### src/rtl/rgb_pwm_ctrl.sv
// Multi-channel RGB LED controller: gamma-corrected shared PWM brightness, per-channel
// short-press colour cycling and long-press static/breathe mode toggle.
module rgb_pwm_ctrl #(
    parameter int NUM_LEDS    = 4,
    parameter int PWM_BITS    = 8,
    parameter int LONG_CYCLES = 50_000_000,
    parameter int BREATHE_DIV = 4
) (
    input  logic                  sclk,
    input  logic                  resetn,
    input  logic [3:0]            sw,
    input  logic [NUM_LEDS-1:0]   btn,
    output logic [NUM_LEDS-1:0]   led_r,
    output logic [NUM_LEDS-1:0]   led_g,
    output logic [NUM_LEDS-1:0]   led_b,
    output logic [NUM_LEDS-1:0]   led,
    output logic [2*NUM_LEDS-1:0] fsm_state
);

    localparam int HOLD_W = $clog2(LONG_CYCLES + 1);
    localparam int PRE_W  = (BREATHE_DIV > 1) ? $clog2(BREATHE_DIV) : 1;

    localparam logic [PWM_BITS-1:0] CNT_MAX    = '1;
    localparam logic [PWM_BITS-1:0] LVL_TOP_M1 = CNT_MAX - 1'b1;
    localparam logic [PWM_BITS-1:0] LVL_ONE    = PWM_BITS'(1);
    localparam logic [HOLD_W-1:0]   HOLD_LONG  = HOLD_W'(LONG_CYCLES);
    localparam logic [HOLD_W-1:0]   HOLD_ONE   = HOLD_W'(1);
    localparam logic [PRE_W-1:0]    PRE_LAST   = PRE_W'(BREATHE_DIV - 1);

    typedef enum logic [1:0] {
        ST_IDLE    = 2'd0,
        ST_PRESSED = 2'd1,
        ST_LONG    = 2'd2
    } btn_fsm_e;

    function automatic logic [4:0] gamma_level(input logic [3:0] s);
        logic [4:0] lv;
        case (s)
            4'd0:                      lv = 5'd0;
            4'd1, 4'd2, 4'd3, 4'd4:    lv = 5'd1;
            4'd5, 4'd6:                lv = 5'd2;
            4'd7, 4'd8:                lv = 5'd3;
            4'd9:                      lv = 5'd4;
            4'd10:                     lv = 5'd5;
            4'd11:                     lv = 5'd6;
            4'd12:                     lv = 5'd8;
            4'd13:                     lv = 5'd10;
            4'd14:                     lv = 5'd12;
            default:                   lv = 5'd16;
        endcase
        return lv;
    endfunction

    // Returned as {r, g, b}; the unreachable codes fall back to red.
    function automatic logic [2:0] colour_rgb(input logic [2:0] c);
        logic [2:0] rgb;
        case (c)
            3'd0:    rgb = 3'b100;
            3'd1:    rgb = 3'b010;
            3'd2:    rgb = 3'b001;
            3'd3:    rgb = 3'b101;
            3'd4:    rgb = 3'b110;
            3'd5:    rgb = 3'b011;
            default: rgb = 3'b100;
        endcase
        return rgb;
    endfunction

    function automatic logic [2:0] colour_next(input logic [2:0] c);
        logic [2:0] nxt;
        case (c)
            3'd0:    nxt = 3'd1;
            3'd1:    nxt = 3'd2;
            3'd2:    nxt = 3'd3;
            3'd3:    nxt = 3'd4;
            3'd4:    nxt = 3'd5;
            3'd5:    nxt = 3'd0;
            default: nxt = 3'd1;
        endcase
        return nxt;
    endfunction

    // ---------------- PWM counter and breathe generator ----------------
    logic [PWM_BITS-1:0] pwm_cnt;
    logic [PWM_BITS-1:0] breathe_lvl, lvl_d;
    logic                dir_down, dir_d;
    logic [PRE_W-1:0]    presc, presc_d;
    logic                period_end;

    assign period_end = (pwm_cnt == CNT_MAX);

    always_comb begin
        lvl_d   = breathe_lvl;
        dir_d   = dir_down;
        presc_d = presc;
        if (period_end) begin
            if (presc == PRE_LAST) begin
                presc_d = '0;
                // Direction flips on the step that lands on an extreme, so each
                // extreme is shown for exactly one step interval.
                if (dir_down) begin
                    lvl_d = breathe_lvl - 1'b1;
                    if (breathe_lvl == LVL_ONE) dir_d = 1'b0;
                end else begin
                    lvl_d = breathe_lvl + 1'b1;
                    if (breathe_lvl == LVL_TOP_M1) dir_d = 1'b1;
                end
            end else begin
                presc_d = presc + 1'b1;
            end
        end
    end

    always_ff @(posedge sclk or negedge resetn) begin
        if (!resetn) begin
            pwm_cnt     <= '0;
            breathe_lvl <= '0;
            dir_down    <= 1'b0;
            presc       <= '0;
        end else begin
            pwm_cnt     <= pwm_cnt + 1'b1;
            breathe_lvl <= lvl_d;
            dir_down    <= dir_d;
            presc       <= presc_d;
        end
    end

    // ---------------- Duty computation ----------------
    logic [PWM_BITS:0]   base_duty;
    logic [PWM_BITS:0]   breathe_duty;
    logic [2*PWM_BITS:0] duty_prod;
    logic [PWM_BITS:0]   cnt_ext;
    logic                on_static, on_breathe;

    always_comb begin
        base_duty    = (PWM_BITS+1)'(gamma_level(sw)) << (PWM_BITS - 4);
        duty_prod    = {{PWM_BITS{1'b0}}, base_duty} * {{(PWM_BITS+1){1'b0}}, breathe_lvl};
        breathe_duty = (PWM_BITS+1)'(duty_prod >> PWM_BITS);
        cnt_ext      = {1'b0, pwm_cnt};
        on_static    = (cnt_ext < base_duty);
        on_breathe   = (cnt_ext < breathe_duty);
    end

    // ---------------- Per-channel button FSMs ----------------
    btn_fsm_e            state_q [NUM_LEDS];
    btn_fsm_e            state_d [NUM_LEDS];
    logic [HOLD_W-1:0]   hold_q  [NUM_LEDS];
    logic [HOLD_W-1:0]   hold_d  [NUM_LEDS];
    logic [2:0]          colour_q[NUM_LEDS];
    logic [2:0]          colour_d[NUM_LEDS];
    logic [NUM_LEDS-1:0] mode_q, mode_d;

    always_comb begin
        mode_d = mode_q;
        for (int i = 0; i < NUM_LEDS; i++) begin
            state_d[i]  = state_q[i];
            hold_d[i]   = hold_q[i];
            colour_d[i] = colour_q[i];
            case (state_q[i])
                ST_IDLE: begin
                    if (btn[i]) begin
                        state_d[i] = ST_PRESSED;
                        hold_d[i]  = HOLD_ONE;
                    end
                end
                ST_PRESSED: begin
                    if (btn[i]) begin
                        if (hold_q[i] + HOLD_ONE == HOLD_LONG) begin
                            mode_d[i]  = ~mode_q[i];
                            state_d[i] = ST_LONG;
                            hold_d[i]  = HOLD_LONG;
                        end else begin
                            hold_d[i] = hold_q[i] + HOLD_ONE;
                        end
                    end else begin
                        colour_d[i] = colour_next(colour_q[i]);
                        state_d[i]  = ST_IDLE;
                        hold_d[i]   = '0;
                    end
                end
                ST_LONG: begin
                    if (!btn[i]) begin
                        state_d[i] = ST_IDLE;
                        hold_d[i]  = '0;
                    end
                end
                default: begin
                    state_d[i] = ST_IDLE;
                    hold_d[i]  = '0;
                end
            endcase
        end
    end

    always_ff @(posedge sclk or negedge resetn) begin
        if (!resetn) begin
            mode_q <= '0;
            for (int i = 0; i < NUM_LEDS; i++) begin
                state_q[i]  <= ST_IDLE;
                hold_q[i]   <= '0;
                colour_q[i] <= 3'd0;
            end
        end else begin
            mode_q <= mode_d;
            for (int i = 0; i < NUM_LEDS; i++) begin
                state_q[i]  <= state_d[i];
                hold_q[i]   <= hold_d[i];
                colour_q[i] <= colour_d[i];
            end
        end
    end

    always_comb begin
        fsm_state = '0;
        for (int i = 0; i < NUM_LEDS; i++) begin
            fsm_state[2*i +: 2] = state_q[i];
        end
    end

    // ---------------- Registered LED outputs ----------------
    logic [NUM_LEDS-1:0] on_vec, r_bit, g_bit, b_bit;
    logic                out_en_q;

    always_comb begin
        for (int i = 0; i < NUM_LEDS; i++) begin
            on_vec[i] = mode_q[i] ? on_breathe : on_static;
            {r_bit[i], g_bit[i], b_bit[i]} = colour_rgb(colour_q[i]);
        end
    end

    // out_en_q holds the colour pins dark on the first edge after reset.
    always_ff @(posedge sclk or negedge resetn) begin
        if (!resetn) begin
            out_en_q <= 1'b0;
            led_r    <= '0;
            led_g    <= '0;
            led_b    <= '0;
            led      <= '0;
        end else begin
            out_en_q <= 1'b1;
            led_r    <= {NUM_LEDS{out_en_q}} & on_vec & (r_bit | btn);
            led_g    <= {NUM_LEDS{out_en_q}} & on_vec & (g_bit | btn);
            led_b    <= {NUM_LEDS{out_en_q}} & on_vec & (b_bit | btn);
            led      <= mode_q;
        end
    end

endmodule
### config.mk
export PLATFORM = sky130hd
export DESIGN_NAME = rgb_pwm_ctrl
export DESIGN_NICKNAME = d
export VERILOG_FILES = /design/src/rtl/rgb_pwm_ctrl.sv
export SDC_FILE = /design/constraint.sdc
export NUM_CORES = 1
export LEC_CHECK = 0
export CORE_ASPECT_RATIO = 0.7
export CORE_MARGIN = 3
export CORE_UTILIZATION = 45
export DETAILED_ROUTE_END_ITERATION = 8
export PLACE_DENSITY_LB_ADDON = 0.15
export SETUP_SLACK_MARGIN = 0.2
export SYNTH_ARGS = -nofsm -noshare
export SYNTH_HDL_FRONTEND = slang
export SYNTH_SLANG_ARGS = --single-unit
### constraint.sdc
create_clock -name sclk -period 6 [get_ports sclk]
set_input_delay 1.2 -clock sclk [delete_from_list [all_inputs] [get_ports sclk]]
set_output_delay 1.2 -clock sclk [all_outputs]
set_load 0.02 [all_outputs]
==> impl_metrics.tcl <==
set metrics [dict create \
    max_freq_mhz 179 \
    routed_wire_length_per_instance_um 16.2 \
    detailed_place_hpwl_um 20400 \
    use_met2 0.293 \
    cts_hold_repair_buffers 0 \
    synth_cell_type_count 84 \
    synthDominantAreaCellType "sky130_fd_sc_hd__dfrtp_1" \
    gp_congestion 0.845 \
    wirelength_um 29200 \
    mappedNetlistArea_mm2 0.0120 \
    worst_ep_arrival_time_ps 5940 \
    timing.clock.skew_ps 11.2 \
    grt.busiest_layer "met1" \
    grt_antenna_before_repair 0 \
    drv_cap 0 \
    h_tree_depth 4 \
    synth.top_cell.area_share 0.343 \
    preCtsSetupSlack_ps -494 \
    synth.top_cells.by_area "sky130_fd_sc_hd__dfrtp_1, sky130_fd_sc_hd__o21ai_0, sky130_fd_sc_hd__ha_1" \
    worstHoldPathCells 1 \
    period_utilisation_layout 0.929 \
    slew_violations 0 \
    timing.critical_path.fanout_max 6 \
    cell_area_power_density_mw_per_mm2 218 \
    yosysWarningCount 0 \
    critPathKind "in2reg" \
    seq_area_frac_synth 0.343 \
    tns_ps 0 \
    ant_nets 0 \
    rows 49 \
    critical_path.endpoint_type "register" \
    synth.avg_cell_area_um2 8.31 \
    r2r.worst_path.cells 19 \
    number_of_buffers_created_by_cts 17 \
    postPlaceCellArea_mm2 0.0127 \
    setup_slack_of_the_worst_register_to_register_path_ps 1060 \
    tritoncts "yes" \
    netlist_instances 1438 \
    required_time_at_the_worst_slack_endpoint_ps 6370 \
    critical_path.reg2reg.endpoint "led_g[3]$_DFF_PN0_" \
    finalHoldViolations 0 \
    timing.slew.headroom 0.319 \
    cp-start-kind "primary input" \
    die_outline_height_um 142 \
    floorplan.die.width_um 201 \
    finalPower_mw 2.93 \
    grt_setup_unrepaired "no" \
    core_region_area_mm2 0.0259 \
    async_reset_ff_frac 1.00 \
    grt_first_pass_wirelength_um 49500 \
    postSynthRegisterBits 164 \
    setup_ws_ps 425 \
    use_met3 0.0446 \
    p_leak_nw 5.51 \
    port-buffer-count 33 \
    grt_max_degree 165 \
    postLayoutCellArea_mm2 0.0134 \
    dr.pass1.iters 5 \
    max_slew.worst_pin.slew_ps 1020 \
    drc 0 \
    vdd.ir_drop.worst_uv 215 \
    starting_density_of_the_core 0.462 \
    clk_latency_ps 450 \
    fill_cells 2469 \
    synth.net_count 1516 \
    cts.root.buffer_cell "sky130_fd_sc_hd__clkbuf_16" \
    dr_total_vias 10500 \
    overall_overflow_remaining_after_global_route 0 \
    vias_per_cell 5.84 \
    global_route.usage.total 0.210 \
    setup_viol 0 \
    fin_util 0.520 \
    design.final.nets 1512 \
    worstReg2RegStart "breathe_lvl[3]$_DFFE_PN0P_" \
    grt.met1_usage 0.334 \
    hold-path-endpoint "hold_q[77]$_DFFE_PN0P_" \
    num_io_pins 34 \
    synth_top_flop_cell "sky130_fd_sc_hd__dfrtp_1" \
    status "finished, final reports clean" \
    final_period_minus_worst_setup_slack_ps 5580 \
    clk_pin_slew_worst_paths_ps 60 \
    synth_edf_count 0 \
    drt_iter0_drc 827 \
    min_path_type "reg2reg" \
    fraction_of_layout_instances_using_a_drive_strength_above_1 0.0941 \
    num_antenna_cells 0 \
    hold_path.startpoint "hold_q[77]$_DFFE_PN0P_" \
    clock_tree.buffer_depth 2 \
    cts_num_sinks 164 \
    die-area_mm2 0.0286 \
    area_delta_synth_final_pct 12.5 \
    first_global_vias 9575 \
]
==> layout by cell type (no fill, tap or decap), drive strengths merged, types with 12 or more instances in the layout <==
cell type        n
and4            14
dfrtp          164
buf             38
nor2           101
nand3           92
and2            30
a21oi           48
nor4            21
a31oi           51
clkbuf          22
o31ai           22
nand2b          20
o41ai           12
ha              51
a211oi          12
inv             62
xnor2           30
clkdlybuf4s50   28
or3             18
and3            24
nor3            42
nor2b           22
xor2            27
nand2          154
o21ai          131
nand4           46
fa              17
==> worst max-delay path by stage <==
stage               startpoint                  to  slack, ps
floorplan                sw[0]  led_g[1]$_DFF_PN0_        200
global placement         sw[0]  led_g[3]$_DFF_PN0_       -430
detailed placement       sw[0]  led_g[3]$_DFF_PN0_       -490
CTS                      sw[1]  led_g[3]$_DFF_PN0_        230
global route             sw[0]  led_g[3]$_DFF_PN0_        180
finish                   sw[0]  led_g[3]$_DFF_PN0_        420
==> through the flow <==
step / hold slack [ps] / instances
floorplan: 440 / 1438
global placement: 491 / 1771
detailed placement: 496 / 1771
CTS: 502 / 1803
global route: 528 / 1803
finish: 494 / 1803
==> critical path, stage by stage <==
cell and delay (ps):
sky130_fd_sc_hd__clkbuf_4 140, sky130_fd_sc_hd__inv_4 40, sky130_fd_sc_hd__ha_1 200, sky130_fd_sc_hd__or3b_2 450
sky130_fd_sc_hd__a21boi_2 170, sky130_fd_sc_hd__buf_4 150, sky130_fd_sc_hd__buf_4 140, sky130_fd_sc_hd__nor2b_1 110
sky130_fd_sc_hd__ha_1 160, sky130_fd_sc_hd__inv_1 50, sky130_fd_sc_hd__fa_1 550, sky130_fd_sc_hd__inv_2 50
sky130_fd_sc_hd__ha_4 210, sky130_fd_sc_hd__o21a_1 160, sky130_fd_sc_hd__o21a_1 190, sky130_fd_sc_hd__o21ai_2 120
sky130_fd_sc_hd__a21oi_2 50, sky130_fd_sc_hd__o31a_1 260, sky130_fd_sc_hd__o21a_1 190, sky130_fd_sc_hd__or2_4 240
sky130_fd_sc_hd__ha_4 250, sky130_fd_sc_hd__a2111oi_4 340, sky130_fd_sc_hd__a31oi_2 180, sky130_fd_sc_hd__buf_6 180
sky130_fd_sc_hd__a31oi_2 160
==> report_power, final <==
group	total, mW	internal [mW]	switching [mW]
combinational	0.448	0.183	0.266
sequential	1.27	1.16	0.106
clock	1.21	0.739	0.469
total	2.93	2.08	0.841
==> logic make-up after synthesis <==
logic type | after synthesis | synth area share
AO/OA/AOI/OAI | 360 | 0.192
XOR/XNOR | 57 | 0.0418
adder cells (fa/ha/maj) | 68 | 0.0819
buffers and inverters | 153 | 0.0531
flip-flops | 164 | 0.343
multiplexers | 11 | 0.00984
other | 1 | 0.000314
AND/OR/NAND/NOR | 624 | 0.278
==> metal layers <==
| metal | wire length [µm] | up-vias |
|---|---|---|
| met5 | 0 | - |
| met4 | 140 | 0 |
| met3 | 1330 | 11 |
| met2 | 12000 | 206 |
| met1 | 15800 | 5072 |
| li1 | - | 5242 |
==> registers in the layout, indices dropped and copies added, names as in the netlist, 8 cells and up <==
register / cells
pwm_cnt: 8
colour_q: 12
breathe_lvl: 8
fsm_state: 8
hold_q: 104
==> cell type report <==
cell class,instances,area (µm²),share of cell area
multi-input cells,1121,7400,0.550
flip-flops and latches,164,4100,0.305
repair buffers,70,629,0.0468
well taps,357,447,0.0332
clock buffers,19,433,0.0322
inverters,60,228,0.0169
clock inverters,12,204,0.0152
==> synthesized netlist by cell type (24+ instances only) <==
cell,count
sky130_fd_sc_hd__xor2_1,27
sky130_fd_sc_hd__dfrtp_1,164
sky130_fd_sc_hd__xnor2_1,30
sky130_fd_sc_hd__inv_1,60
sky130_fd_sc_hd__nand4_1,42
sky130_fd_sc_hd__a21oi_1,48
sky130_fd_sc_hd__nor2_1,99
sky130_fd_sc_hd__nand2_1,154
sky130_fd_sc_hd__and3_1,24
sky130_fd_sc_hd__ha_1,51
sky130_fd_sc_hd__and2_1,29
sky130_fd_sc_hd__nor3_1,40
sky130_fd_sc_hd__buf_2,25
sky130_fd_sc_hd__a31oi_1,51
sky130_fd_sc_hd__o21ai_0,130
sky130_fd_sc_hd__clkbuf_1,52
sky130_fd_sc_hd__nand3_1,91
==> what timing repair did <==
action | 4_1_cts | 5_1_grt
gates resized for setup | 10 | 21
setup buffers | 0 | 0
setup endpoints to repair | 12 | 12
endpoints found under the hold margin | 0 | 0
pin swaps | 0 | 9
cloned | 1 | 0
No activity file was read; power rests on OpenSTA's default activity.
